**config.mk**
```make
export PLATFORM = sky130hd
export DESIGN_NAME = seq_bin_to_bcd
export DESIGN_NICKNAME = d
export VERILOG_FILES = /design/src/rtl/seq_bin_to_bcd_pkg.sv /design/src/rtl/seq_bin_to_bcd_digit_adjust.sv /design/src/rtl/seq_bin_to_bcd.sv
export SDC_FILE = /design/constraint.sdc
export NUM_CORES = 1
export LEC_CHECK = 0
export BUFFER_PORTS_ARGS = -buffer_cell sky130_fd_sc_hd__buf_4
export CAP_MARGIN = 20
export CORE_MARGIN = 4
export CORE_UTILIZATION = 30
export CTS_CLUSTER_DIAMETER = 150
export CTS_CLUSTER_SIZE = 40
export DETAILED_ROUTE_END_ITERATION = 8
export SETUP_SLACK_MARGIN = 0.05
export SLEW_MARGIN = 10
export SYNTH_ARGS = -nofsm -noshare
export SYNTH_HDL_FRONTEND = slang
export SYNTH_SLANG_ARGS = --single-unit
```
**constraint.sdc**
```tcl
create_clock -name clk -period 2.03 [get_ports clk]
set_input_delay 0.406 -clock clk [delete_from_list [all_inputs] [get_ports clk]]
set_output_delay 0.406 -clock clk [all_outputs]
set_load 0.03 [all_outputs]
```
**src/rtl/seq_bin_to_bcd_pkg.sv**
```systemverilog
// -----------------------------------------------------------------------------
// seq_bin_to_bcd_pkg
//
// Shared definitions for the iterative binary-to-BCD converter:
//   - state_t    : FSM state encoding (ST_IDLE, ST_SHIFT)
//   - ADJ_THRESH : a BCD digit at or above this value is adjusted before a shift
//   - ADJ_VALUE  : amount added to such a digit so that the following doubling
//                  carries correctly into the next decimal digit
// -----------------------------------------------------------------------------
package seq_bin_to_bcd_pkg;

    typedef enum logic [0:0] {
        ST_IDLE  = 1'b0,
        ST_SHIFT = 1'b1
    } state_t;

    localparam logic [3:0] ADJ_THRESH = 4'd5;
    localparam logic [3:0] ADJ_VALUE  = 4'd3;

endpackage : seq_bin_to_bcd_pkg

```
**src/rtl/seq_bin_to_bcd_digit_adjust.sv**
```systemverilog
// -----------------------------------------------------------------------------
// bcd_digit_adjust
//
// Purely combinational add-3 correction for one BCD digit of the double-dabble
// scratch register. A digit of 5..9 becomes 8..12, so doubling it on the next
// shift produces the correct decimal carry into the digit above.
//
// Ports:
//   digit_in  [3:0]  scratch digit before the shift
//   digit_out [3:0]  digit_in + 3 when digit_in >= 5, otherwise digit_in
// -----------------------------------------------------------------------------
module bcd_digit_adjust
    import seq_bin_to_bcd_pkg::*;
(
    input  logic [3:0] digit_in,
    output logic [3:0] digit_out
);

    // 4-bit add on purpose: a valid digit never exceeds 9, so 9+3=12 fits and
    // there is never a carry out of the digit.
    assign digit_out = (digit_in >= ADJ_THRESH) ? (digit_in + ADJ_VALUE) : digit_in;

endmodule : bcd_digit_adjust

```
**src/rtl/seq_bin_to_bcd.sv**
```systemverilog
// -----------------------------------------------------------------------------
// seq_bin_to_bcd
//
// Iterative (shift-add-3 / double-dabble) binary-to-BCD converter. One
// iteration per enabled clock; a conversion of a WIDTH-bit value takes WIDTH
// enabled cycles after the start request is accepted. The last result is held
// on bcd until the next conversion completes.
//
// Parameters:
//   WIDTH  : binary input width
//   DIGITS : number of BCD digits produced (10**DIGITS must exceed 2**WIDTH-1)
//   CNT_W  : iteration counter width (2**CNT_W must exceed WIDTH)
//
// Ports:
//   clk    : system clock, rising edge
//   reset  : synchronous, active-low reset; overrides en and start
//   en     : clock enable; when low every register holds
//   start  : conversion request, honoured only in IDLE with en high
//   bin    : unsigned value to convert, captured when start is accepted
//   busy   : high while a conversion is in flight
//   done   : one-enabled-cycle pulse when bcd has just been updated
//   bcd    : result, digit k (k=0 is units) on bcd[4k+3:4k]
// -----------------------------------------------------------------------------
module seq_bin_to_bcd
    import seq_bin_to_bcd_pkg::*;
#(
    parameter int WIDTH  = 16,
    parameter int DIGITS = 5,
    parameter int CNT_W  = 5
) (
    input  logic                  clk,
    input  logic                  reset,
    input  logic                  en,
    input  logic                  start,
    input  logic [WIDTH-1:0]      bin,
    output logic                  busy,
    output logic                  done,
    output logic [4*DIGITS-1:0]   bcd
);

    localparam int SCR_W = 4 * DIGITS;

    localparam logic [CNT_W-1:0] CNT_LOAD = CNT_W'(WIDTH);
    localparam logic [CNT_W-1:0] CNT_ONE  = CNT_W'(1);

    // -------------------------------------------------------------------------
    // State
    // -------------------------------------------------------------------------
    state_t                 state_reg;
    logic [WIDTH-1:0]       shift_reg;
    logic [SCR_W-1:0]       scratch_reg;
    logic [CNT_W-1:0]       count_reg;
    logic [SCR_W-1:0]       bcd_reg;
    logic                   busy_reg;
    logic                   done_reg;

    // -------------------------------------------------------------------------
    // One double-dabble iteration, computed combinationally from the current
    // scratch and shift registers.
    // -------------------------------------------------------------------------
    logic [SCR_W-1:0]       adjusted;
    logic [SCR_W+WIDTH-1:0] joined_shifted;
    logic [SCR_W-1:0]       scratch_next;
    logic [WIDTH-1:0]       shift_next;

    generate
        for (genvar gi = 0; gi < DIGITS; gi++) begin : g_adjust
            bcd_digit_adjust u_adjust (
                .digit_in  (scratch_reg[4*gi +: 4]),
                .digit_out (adjusted[4*gi +: 4])
            );
        end
    endgenerate

    // Shifting the whole {scratch, shift} word moves the binary MSB into the
    // units digit LSB. The top bit of the adjusted scratch falls off; it is
    // always zero as long as DIGITS is large enough for WIDTH.
    assign joined_shifted = {adjusted, shift_reg} << 1;
    assign scratch_next   = joined_shifted[SCR_W+WIDTH-1:WIDTH];
    assign shift_next     = joined_shifted[WIDTH-1:0];

    // -------------------------------------------------------------------------
    // FSM, datapath and registered outputs
    // -------------------------------------------------------------------------
    always_ff @(posedge clk) begin
        if (!reset) begin
            state_reg   <= ST_IDLE;
            shift_reg   <= '0;
            scratch_reg <= '0;
            count_reg   <= '0;
            bcd_reg     <= '0;
            busy_reg    <= 1'b0;
            done_reg    <= 1'b0;
        end else if (en) begin
            // done is a pulse: cleared on every enabled edge unless this edge
            // finishes a conversion. With en low it simply holds.
            done_reg <= 1'b0;

            case (state_reg)
                ST_IDLE: begin
                    if (start) begin
                        shift_reg   <= bin;
                        scratch_reg <= '0;
                        count_reg   <= CNT_LOAD;
                        busy_reg    <= 1'b1;
                        state_reg   <= ST_SHIFT;
                    end
                end

                ST_SHIFT: begin
                    shift_reg   <= shift_next;
                    scratch_reg <= scratch_next;
                    count_reg   <= count_reg - CNT_ONE;
                    if (count_reg == CNT_ONE) begin
                        // Last iteration: publish the post-shift digits directly
                        // so bcd and done appear together on the next cycle.
                        bcd_reg   <= scratch_next;
                        done_reg  <= 1'b1;
                        busy_reg  <= 1'b0;
                        state_reg <= ST_IDLE;
                    end
                end

                default: begin
                    state_reg <= ST_IDLE;
                    busy_reg  <= 1'b0;
                end
            endcase
        end
    end

    assign busy = busy_reg;
    assign done = done_reg;
    assign bcd  = bcd_reg;

endmodule : seq_bin_to_bcd

```
==> results.md <==
* Status: completed
* Reg clk slew, reported paths at 0.07 ns
* Synthesized instance count at 349
* Synth async-reset ratio at 0
* Die height at 107.3 microns
* Cells after DPL at 507
* WL/cell at 12.65 microns
* Max Clock Freq at 0.6106 GHz
* Synth-to-Final Area Change at 21.71%
* Min cycle time layout at 1.638 ns
* IO buf count at 41
* Initial antenna violation count at 0
* First-pass GRT wire length at 11,330 microns
* Slew headroom at 0.6951
* CTS tree: yes
* Htree depth at 3
* Avg Vias per Cell at 4.705
* Warnings, synthesis at 0
* Avg Inst Size Synth at 8.472 sq um
* Max-slew violations at 0
* Finish-stage setup viols at 0
* Max-cap viol count at 0
* P_leak at 1.402 nW
* Sequential power share at 0.477
* ANT nets after route at 0
* Place WS at 0.2470 ns
* Post-synthesis sequential area ratio at 0.4333
* Post-CTS setup buffer count at 0
* CTS Buf Count at 9
* First DRT Iteration DRCs at 129
* VDD IR max at 0.3545 mV
* Post-synth EDFFs at 0
* Setup ws final at 0.3922 ns
* Synth top area cells: dfxtp_1 43%, o21ai_0 9.1%, nand2_1 6.3%, a21oi_1 5.8%, ha_1 5.1%
* GRT Total Usage at 0.1233
* Die Wd at 107.3 microns
* Share of the synthesized area in the top cell type at 0.4333
* Worst-Margin Slew at 0.4563 ns
* Cell area after synthesis at 0.002957 sq mm
* Post-synth top cells: 64 x dfxtp_1, 54 x o21ai_0, 50 x nand2_1
* Sw Ratio at 0.2258
* Worst hold margin at 0.3194 ns
* Critical Path RT at 2.29 ns
* Core Rows at 35
* WL final at 6604 microns
* Vias at 2,456
* Skew final at 0.01153 ns
* Hold WC Path Type: in2reg
* Die ar. at 0.01151 sq mm
* Clock share of power at 0.443
* NetSw at 623.9 uW
* Critical path arrival at 1.90 ns
* Layout cells sized above 1 at 0.2061
* Initial core utilization at 0.3140
* Crit end category: flop
* Hpwl dp at 4504 microns
* Most area-hungry cell type in the Yosys netlist: dfxtp_1
* Critical path peak fanout at 5
* Number of clock sinks at 64
* Largest net degree at the start of global routing at 27
* Synthesized net count at 381
* Top_reg_cell synth: dfxtp_1
* RSZ-0062 raised after global routing: false
* CTS Hold Buffers Added at 0
* Post-CTS resize count at 0
* Synth Register Bits at 64
* Setup_tns at 0 ns
* Non-filler cells, final at 522
* Initial DRT Pass Iterations at 4
* Congestion Overflow GR at 0
* I/O pin count at 42
* Root Buffer: clkbuf_8
* RePlAce Congestion at 0.7223
* Worst-Skew Late Latency at 0.35 ns
* Cell Int Power at 2.139 mW
* Fin. Hold Viols at 0
* Count leader, synth: dfxtp_1
* Fillers at 974
* Vias in the first global route at 2,408
* FF/Latch Area at 0.001281 sq mm
* Core area at 0.009415 sq mm
* NumNets Final at 421
* Startpoint Class: flop
* Crit Path Class: reg2reg
* Clock buffer depth at 2
* Tcrit/Tclk final at 0.8068
* Number of remaining DRC errors at 0
* N_diodes at 0
* Synth cell types at 34
* Multi-input logic area at 0.001506 sq mm
* Pwr dens at 767.9 mW/mm^2
* Part of the power in combinational logic at 0.080
layout by cell type, fill, tap and decap left out, types with 2 or more instances in the layout:
cell type and instances:
nand3_1 6, nor3_1 5, o211a_1 5, ha_1 12, xnor2_1 7, and2_1 2, o21ai_1 3, inv_1 13
nand2_1 50, o21ai_0 54, clkbuf_8 11, buf_4 48, a22oi_1 2, a21boi_0 5, nand2b_1 6, mux2_2 5
nor2b_1 4, o22ai_2 9, a21oi_1 34, dfxtp_1 64, o21a_1 3, bufinv_16 2, o22ai_1 3, nor3b_1 9
nor2_1 20
critical path, stage by stage (launching register included):
cell and delay, ns:
dfxtp_1 0.33, inv_1 0.10, ha_1 0.24, nand2b_1 0.09
a21oi_1 0.26, mux2_2 0.39, o22ai_2 0.16
cell families (layout without fill, tap and decap cells):
group,count (synthesis),in the layout,synth area share
compound gates,120,120,0.2467
xor+xnor,8,8,0.02370
fa+ha+maj,12,12,0.05078
buf+inv,33,77,0.05713
flops,64,64,0.4333
mux,6,6,0.02243
simple gates,106,106,0.1659
per-layer routing:
metal	wire, microns	share of wire	track usage
met1	3250	0.49	0.1646
met2	2975	0.45	0.1863
met3	232	0.035	0.02340
met4	144	0.022	0.06849
met5	0	0	0
power groups by stage:
stage | Sequential (mW) | Clock [mW] | Combinational (mW)
floorplan | 1.35 | 0 | 0.145
global placement | 1.35 | 0 | 0.220
detailed placement | 1.35 | 0 | 0.223
CTS | 1.32 | 1.26 | 0.225
global route | 1.32 | 1.31 | 0.254
finish | 1.32 | 1.22 | 0.222
path summary, 6_finish.rpt:
path | startpoint | to | slack, ns | cells after the start
max | scratch_reg[0]$_SDFFE_PN0P_ | bcd[2]$_SDFFE_PN0P_ | 0.39 | 6
min | bin[0] | shift_reg[0]$_SDFFE_PN0P_ | 0.32 | 3
max reg2reg | scratch_reg[0]$_SDFFE_PN0P_ | bcd[2]$_SDFFE_PN0P_ | 0.39 | 6
min reg2reg | scratch_reg[17]$_SDFFE_PN0P_ | scratch_reg[17]$_SDFFE_PN0P_ | 0.46 | 2
through the flow:
step	area (sq um)	util	total power, mW
floorplan	2957	-	1.493
global placement	3378	0.3588	1.566
detailed placement	3378	0.3588	1.569
CTS	3598	0.3822	2.802
global route	3598	0.3822	2.889
finish	3598	0.3822	2.763
final cells by class:
| class | count | area share |
|---|---|---|
| Multi-Input combinational cell | 252 | 0.4186 |
| Timing Repair Buffer | 49 | 0.1057 |
| Clock inverter | 3 | 0.01808 |
| Clock buffer | 12 | 0.04312 |
| Inverter | 13 | 0.01356 |
| Sequential cell | 64 | 0.3561 |
| Tap cell | 129 | 0.04485 |
(Power assumes the default switching activity.)
